==> src/rtl/hazard_scoreboard.sv <==
// hazard_scoreboard: per-register countdown scoreboard driving the ID-stage stall, plus an exception drain FSM.
// Latency: stall/sb_busy/exc_drained are combinational from registered counters and state; counters update every edge.
// Backpressure: stall freezes ID while counters keep counting down. Optional macro HAZ_PERF_CNT_EN adds perf counters.
module hazard_scoreboard #(
  parameter int NREG        = 32,
  parameter int RADDR_W     = 5,
  parameter int LAT_W       = 3,
  parameter int MAX_LAT     = 7,
  parameter int NORM_THRESH = 1,
  parameter int BR_THRESH   = 0
) (
  input  logic               clk,
  input  logic               rst,
  input  logic               id_valid,
  input  logic               id_flush,
  input  logic [RADDR_W-1:0] id_rs1,
  input  logic               id_read1,
  input  logic [RADDR_W-1:0] id_rs2,
  input  logic               id_read2,
  input  logic               id_is_br,
  input  logic               id_reg_write,
  input  logic [RADDR_W-1:0] id_rd,
  input  logic [LAT_W-1:0]   id_lat,
  input  logic               exc_req,
  input  logic               exc_resume,
  output logic               stall,
  output logic               exc_drained,
  output logic [NREG-1:0]    sb_busy
`ifdef HAZ_PERF_CNT_EN
  ,
  output logic [31:0]        perf_data_stall,
  output logic [31:0]        perf_exc_stall
`endif
);

  typedef enum logic [1:0] {S_IDLE, S_DRAIN, S_HOLD} state_t;

  localparam logic [LAT_W-1:0] L_NORM = LAT_W'(NORM_THRESH);
  localparam logic [LAT_W-1:0] L_BR   = LAT_W'(BR_THRESH);
  localparam logic [LAT_W-1:0] L_MAX  = LAT_W'(MAX_LAT);

  state_t           r_state;
  logic             r_fsm_stall;
  logic             r_drained;
  logic [LAT_W-1:0] r_cnt [NREG];

  logic [LAT_W-1:0] w_thr;
  logic [LAT_W-1:0] w_lat_clip;
  logic             w_haz1;
  logic             w_haz2;
  logic             w_data_stall;
  logic             w_stall;
  logic             w_issue;
  logic [NREG-1:0]  w_busy;
  logic             w_all_zero;

  // Hazard detection against the current counters; branches resolve in ID so they need a lower threshold.
  always_comb begin
    w_thr        = id_is_br ? L_BR : L_NORM;
    w_haz1       = id_valid & id_read1 & (id_rs1 != '0) & (r_cnt[id_rs1] > w_thr);
    w_haz2       = id_valid & id_read2 & (id_rs2 != '0) & (r_cnt[id_rs2] > w_thr);
    w_data_stall = w_haz1 | w_haz2;
    w_stall      = w_data_stall | r_fsm_stall;
    w_lat_clip   = (id_lat > L_MAX) ? L_MAX : id_lat;
    w_issue      = id_valid & ~w_stall & ~id_flush & id_reg_write & (id_rd != '0) & (id_lat != '0);
  end

  // Busy vector and drain-complete detect; x0 is never tracked.
  always_comb begin
    w_busy = '0;
    for (int r = 1; r < NREG; r++) begin
      w_busy[r] = (r_cnt[r] != '0);
    end
    w_all_zero = ~|w_busy;
  end

  // Outputs are forced low while reset is held so the pipeline sees a quiet block before the first edge.
  assign stall       = w_stall & ~rst;
  assign exc_drained = r_drained & ~rst;
  assign sb_busy     = rst ? '0 : w_busy;

  // Countdown counters: saturating decrement each cycle, issue load wins for its own register.
  always_ff @(posedge clk) begin
    if (rst) begin
      for (int r = 0; r < NREG; r++) begin
        r_cnt[r] <= '0;
      end
    end else begin
      r_cnt[0] <= '0;
      for (int r = 1; r < NREG; r++) begin
        if (w_issue && (id_rd == RADDR_W'(r))) begin
          r_cnt[r] <= w_lat_clip;
        end else if (r_cnt[r] != '0) begin
          r_cnt[r] <= r_cnt[r] - 1'b1;
        end
      end
    end
  end

  // Exception drain FSM with registered stall/drained flags.
  always_ff @(posedge clk) begin
    if (rst) begin
      r_state     <= S_IDLE;
      r_fsm_stall <= 1'b0;
      r_drained   <= 1'b0;
    end else begin
      case (r_state)
        S_IDLE: begin
          if (exc_req) begin
            r_state     <= S_DRAIN;
            r_fsm_stall <= 1'b1;
          end
        end
        S_DRAIN: begin
          if (w_all_zero) begin
            r_state   <= S_HOLD;
            r_drained <= 1'b1;
          end
        end
        S_HOLD: begin
          if (exc_resume) begin
            r_state     <= S_IDLE;
            r_fsm_stall <= 1'b0;
            r_drained   <= 1'b0;
          end
        end
        default: begin
          r_state     <= S_IDLE;
          r_fsm_stall <= 1'b0;
          r_drained   <= 1'b0;
        end
      endcase
    end
  end

`ifdef HAZ_PERF_CNT_EN
  logic [31:0] r_perf_data;
  logic [31:0] r_perf_exc;

  // Saturating stall-cycle counters, split into data-hazard stalls and exception stalls.
  always_ff @(posedge clk) begin
    if (rst) begin
      r_perf_data <= '0;
      r_perf_exc  <= '0;
    end else begin
      if (w_data_stall && (r_state == S_IDLE) && (r_perf_data != '1)) begin
        r_perf_data <= r_perf_data + 32'd1;
      end
      if ((r_state != S_IDLE) && (r_perf_exc != '1)) begin
        r_perf_exc <= r_perf_exc + 32'd1;
      end
    end
  end

  assign perf_data_stall = r_perf_data;
  assign perf_exc_stall  = r_perf_exc;
`endif

endmodule

==> config.mk <==
export PLATFORM = sky130hd
export DESIGN_NAME = hazard_scoreboard
export DESIGN_NICKNAME = d
export VERILOG_FILES = /design/src/rtl/hazard_scoreboard.sv
export SDC_FILE = /design/constraint.sdc
export NUM_CORES = 1
export LEC_CHECK = 0
export CAP_MARGIN = 20
export CORE_MARGIN = 3
export CORE_UTILIZATION = 35
export DETAILED_ROUTE_END_ITERATION = 8
export DONT_BUFFER_PORTS = 1
export GPL_TIMING_DRIVEN = 0
export HOLD_SLACK_MARGIN = 0.06
export SYNTH_ARGS = -nofsm -noshare
export SYNTH_HDL_FRONTEND = slang
export SYNTH_SLANG_ARGS = --single-unit
==> constraint.sdc <==
create_clock -name clk -period 5.5 [get_ports clk]
set_input_delay 0.825 -clock clk [delete_from_list [all_inputs] [get_ports clk]]
set_output_delay 0.825 -clock clk [all_outputs]
set_load 0.01 [all_outputs]
# After elaboration in Yosys (flattened, before gate mapping)
# Memories as Yosys holds them, arrays and structs flattened.
# Cells that the tools add are included.
# op_classes
n_shift	0
n_mul	0
add_sub_neg	31
n_div	0
mux	295
eq_ne	36
bitwise	83
order_cmp	3
reduce_logical	71
# ops
op	count
$mux 1	224
$mux 3	64
$reduce_bool 3->1	32
$sub 3x1->3 const B	31
$eq 5x5->1 const B	16
$or 1x1->1	65
$eq 5x4->1 const B	8
$mux 32	1
$logic_and 1x1->1	31
$reduce_or 31->1	1
$eq 5x3->1 const B	4
$reduce_bool 5->1	3
$and 1x1->1	13
$eq 5x2->1 const B	2
$reduce_and 3->1	3
$gt 3x1->1	2
$mux 2	3
$ne 2x2->1 const B	3
$pmux 1 s3	2
$pmux 2 s3	1
$eq 5x1->1 const B	1
$not 1->1	5
$gt 3x3->1 const B	1
$eq 2x1->1 const B	1
other kinds (2)	2
# word_totals
rom_bits	0
out_inout_bits	34
word_cells	523
latch_bits	0
register_bits	4
memories	1
ram_bits	96
# mem_list
name	words	word_bits	read_ports	rd_clocked_by_memory_dff	write_ports	line_no	source
r_cnt	32	3	33	0	32	45	logic [LAT_W-1:0] r_cnt [NREG];

# Longest topological paths before layout
# depth
word_depth	17
ltp_mapped	18
ltp_nobuf	13

# Worst setup path after synthesis
# Ideal clock, no wire load.
# synth_timing
path_kind	input-to-output
startpoint	in id_rs1[1]
endpoint	out stall
required_time_ns	4.675
stages	14
path_buffers	5
t_arrival_ns	4.418
path_slack_ns	0.257
cell_sequence	clkbuf_1 buf_1 clkbuf_1 mux4_2 mux4_2 mux2i_1 ha_1 o21ai_0 a31oi_1 o311ai_0 o311ai_1 clkbuf_1 clkbuf_1 a21oi_1
# synth_between
elab_chain_len	6
# synth_rtl
element	line_no	source
start, declared	16	input logic [RADDR_W-1:0] id_rs1,
$mem_v2 32x3 or $reduce_bool 5->1 (tied branches)	-	
$gt 3x1->1 or $and 1x1->1 (tied branches)	60	w_haz1 = id_valid & id_read1 & (id_rs1 != '0) & (r_cnt[id_rs1] > w_thr);
$and 1x1->1 *	60	
$or 1x1->1 *	62	w_data_stall = w_haz1 | w_haz2;
$or 1x1->1 *	63	w_stall = w_data_stall | r_fsm_stall;
$and 1x1->1 *	78	assign stall = w_stall & ~rst;
end, declared	26	output logic stall,
# Every way passes the cells marked *; elsewhere a longest branch is shown, timed or not.

# Worst setup path in the final report
# Same ends and word-level chain as after synthesis.

==> results.md <==
* Outcome: complete, no violations
* Antenna-violating nets left at 0
* Critical Setup Path Class: in2out
* Placed cell area at ~8600 µm²
* Layout cell share with drive strength beyond 1 at about 11%
* Row count at 55
* Fin nets at 953
* Fmax at approximately 190 MHz
* CP most frequent cell: clkbuf_4
* Cell variety after synth at 65
* GR Overflow Total at 0
* Vias/cell at 5.655
* Max VDD drop at between 150 and 200 µV
* Vias in the first global route at 6452
* Leakage at 0.003563 µW
* Max Cap Violations at 0
* Pwr Density at 495.1 nW/µm²
* Starting density of the core at 35.84%
* Fin crit share at 97.42%
* DR iter-0 viols at 902
* All-Layer GR Usage at 20.46%
* Ports at 62
* Post-route cell area at 8925 µm²
* Worst path arrival time at 4530 ps
* H-tree depth at 3
* Clk root buf: clkbuf_16
* Layout area overhead at 8.984%
* Top_reg_cell synth: edfxtp_1
* Setup TNS at 0 ps
* Relative slew slack at a little over a third
* Routed wire length at 26380 µm
* Largest net degree at the start of global routing at 19
* FF/Latch Area at between 2000 and 3000 µm²
* Mapped Cells at ~850
* Mapped Area at around 8200 µm²
* Worst path max stage delay at 530 ps
* # hold bufs at CTS at 0
* Synthesized area per cell at 9.657 µm²
* Count of input and output buffers at 0
* Final Wtd Congestion at roughly 0.94
* FFs w/ async S/R, synth at 0%
* CP required at roughly 4700 ps
* Die Y at 159.0 µm
* WL per Instance at about 22 µm
* Global-route wire length before repair at between 30000 and 40000 µm
* Initial antenna violation count at 0
* Total iterations of the first detailed-routing run at 6
* CTS Buf Count at 9
* Fillers at 2334
* Flop and latch count out of synthesis at 97
* Clk buf depth at 2
* RSZ-0062 raised after global routing: false
* Slowest CP cell: mux4_2
* Clock Sinks at between 90 and 100
* Yosys warns at 0
* Clk slew on worst S/H paths at 70 ps
* Final number of setup-violating endpoints at 0
* Fin. Hold Viols at 0
* Sequential fraction of the synthesis area at between 30% and 40%
* Die Footprint at around 25000 µm²
* Via count at 6667
* Core area at between 20000 and 25000 µm²
* CP max FO at 10
* Cell Chain, Critical Path: clkbuf_2 > clkbuf_4 > clkbuf_4 > mux4_2 > mux4_2 > mux2i_1 > ha_1 > o21ai_0 > a31oi_1 > o311ai_0 > o311ai_4 > clkbuf_4 > a21oi_2
* TritonCTS clock tree: done
* Tmin final at between 5000 and 6000 ps
* Drt drc at 0
* HPWL after DPL at 20770 µm
* Final Skew at 5.345 ps
* N_diodes at 0
* Post-synth EDFFs at 93
* Die width at between 150 and 200 µm
* Worst-Margin Slew at ~950 ps
* Clock Latency Late Sink at approximately 360 ps
* Slew Viols, Final at 0
* Net Count, Synth at 940
* Area of the multi-input gates at 4788 µm²
* Worst setup SP type: primary input
* Hold WC Path Type: reg2reg
* Crit end category: output pin
[worst paths after layout]
check / startpoint / to / slack, ps / cells after the start
setup reg to reg: r_cnt[30][0] / r_cnt[19][2] / 1030 / 12
hold reg to reg: r_drained / r_drained / 480 / 2
setup / recovery: id_rs1[1] / stall / 140 / 13
hold / removal: r_drained / r_drained / 480 / 2
[stage by stage]
step / setup slack, ps / util, % / hold WS [ps] / power, µW / cells
detailed placement: -1080 / 37.59 / 467.9 / 3740 / 1161
global placement: -1614 / 37.56 / 460.4 / 3673 / 1161
floorplan: 257.3 / - / 447.4 / 3122 / 848
global route: 28.98 / 39.06 / 512.5 / 4743 / 1179
finish: 142.1 / 39.06 / 483.4 / 4419 / 1179
CTS: 89.98 / 38.94 / 477.2 / 4403 / 1176
[flip-flops by register name (all words and copies together), names as in the netlist]
name / count
r_cnt: 93
r_drained: 1
r_fsm_stall: 1
r_state: 2
[layout make-up]
class	instances	area share (%)
Multi-Input combinational cell	615	53.65
Sequential cell	97	32.19
Tap cell	313	4.388
Inverter	87	3.659
Buffer	47	2.566
Clock buffer	9	2.523
Clock inverter	7	0.6869
Timing Repair Buffer	4	0.3365
[cells by family (layout without fill, tap and decap cells)]
group | count (synthesis) | count (layout) | synth area share (%)
other cells | 1 | 1 | 0.04579
xor+xnor | 25 | 25 | 2.674
simple gates | 318 | 318 | 20.38
mux | 114 | 114 | 17.65
compound gates | 93 | 93 | 7.686
flops | 97 | 97 | 35.08
fa+ha+maj | 64 | 64 | 9.778
buf+inv | 136 | 154 | 6.707
[synth_stat cells, types with 7 or more instances]
master / n / area (µm²)
a211oi_1: 12 / 90.09
a21boi_0: 7 / 52.55
a21oi_1: 29 / 145.1
and2_1: 9 / 56.30
buf_2: 13 / 65.06
clkbuf_1: 29 / 108.9
edfxtp_1: 93 / 2793
ha_1: 64 / 800.8
inv_1: 87 / 326.6
mux2_2: 23 / 259.0
mux2i_1: 69 / 690.7
mux4_2: 22 / 495.5
nand2_1: 61 / 229.0
nand2b_1: 28 / 175.2
nand3_1: 15 / 75.07
nand4_1: 15 / 93.84
nor2_1: 67 / 251.5
nor2b_1: 19 / 118.9
nor3_1: 38 / 190.2
nor4_1: 19 / 118.9
o21ai_0: 9 / 45.04
or3_1: 20 / 125.1
xnor2_1: 8 / 70.07
xor2_1: 17 / 148.9
[metal layers]
layer  GRT usage [%]  part of all wire [%]
met1           27.97                    43
met2           32.22                    45
met3           5.099                   9.5
met4           6.128                   2.4
met5               0                     0
[repair_timing]
item,in CTS,in global routing
gates resized for setup,8,3
setup endpoints to repair,76,2
pin swaps,1,1
buffers inserted,1,3
[critical path, delay by kind of cell]
kind | cells | cell delay (ps)
muxes | 3 | 1210
AOI/OAI and AO/OA | 5 | 1140
buffers and inverters | 4 | 1080
adders and majority gates | 1 | 260
[where the power goes]
group / internal, µW / switching (µW) / total [µW]
clock network: 348 / 294 / 642
logic: 920 / 1220 / 2140
registers: 1290 / 343 / 1630
[placed cells by master (no fill, tap or decap), types with 12 or more instances in the layout]
| master | instances |
|---|---|
| nand2b_1 | 28 |
| a211oi_1 | 12 |
| a21oi_1 | 28 |
| nand3_1 | 15 |
| inv_1 | 87 |
| nor2_1 | 67 |
| edfxtp_1 | 93 |
| nor3_1 | 38 |
| clkbuf_1 | 23 |
| or3_1 | 20 |
| nor4_1 | 19 |
| mux2i_1 | 69 |
| mux4_2 | 22 |
| xor2_1 | 17 |
| ha_1 | 64 |
| nand4_1 | 15 |
| buf_2 | 13 |
| nor2b_1 | 19 |
| nand2_1 | 61 |
| mux2_2 | 23 |
Power figures use the tool's default switching activity.
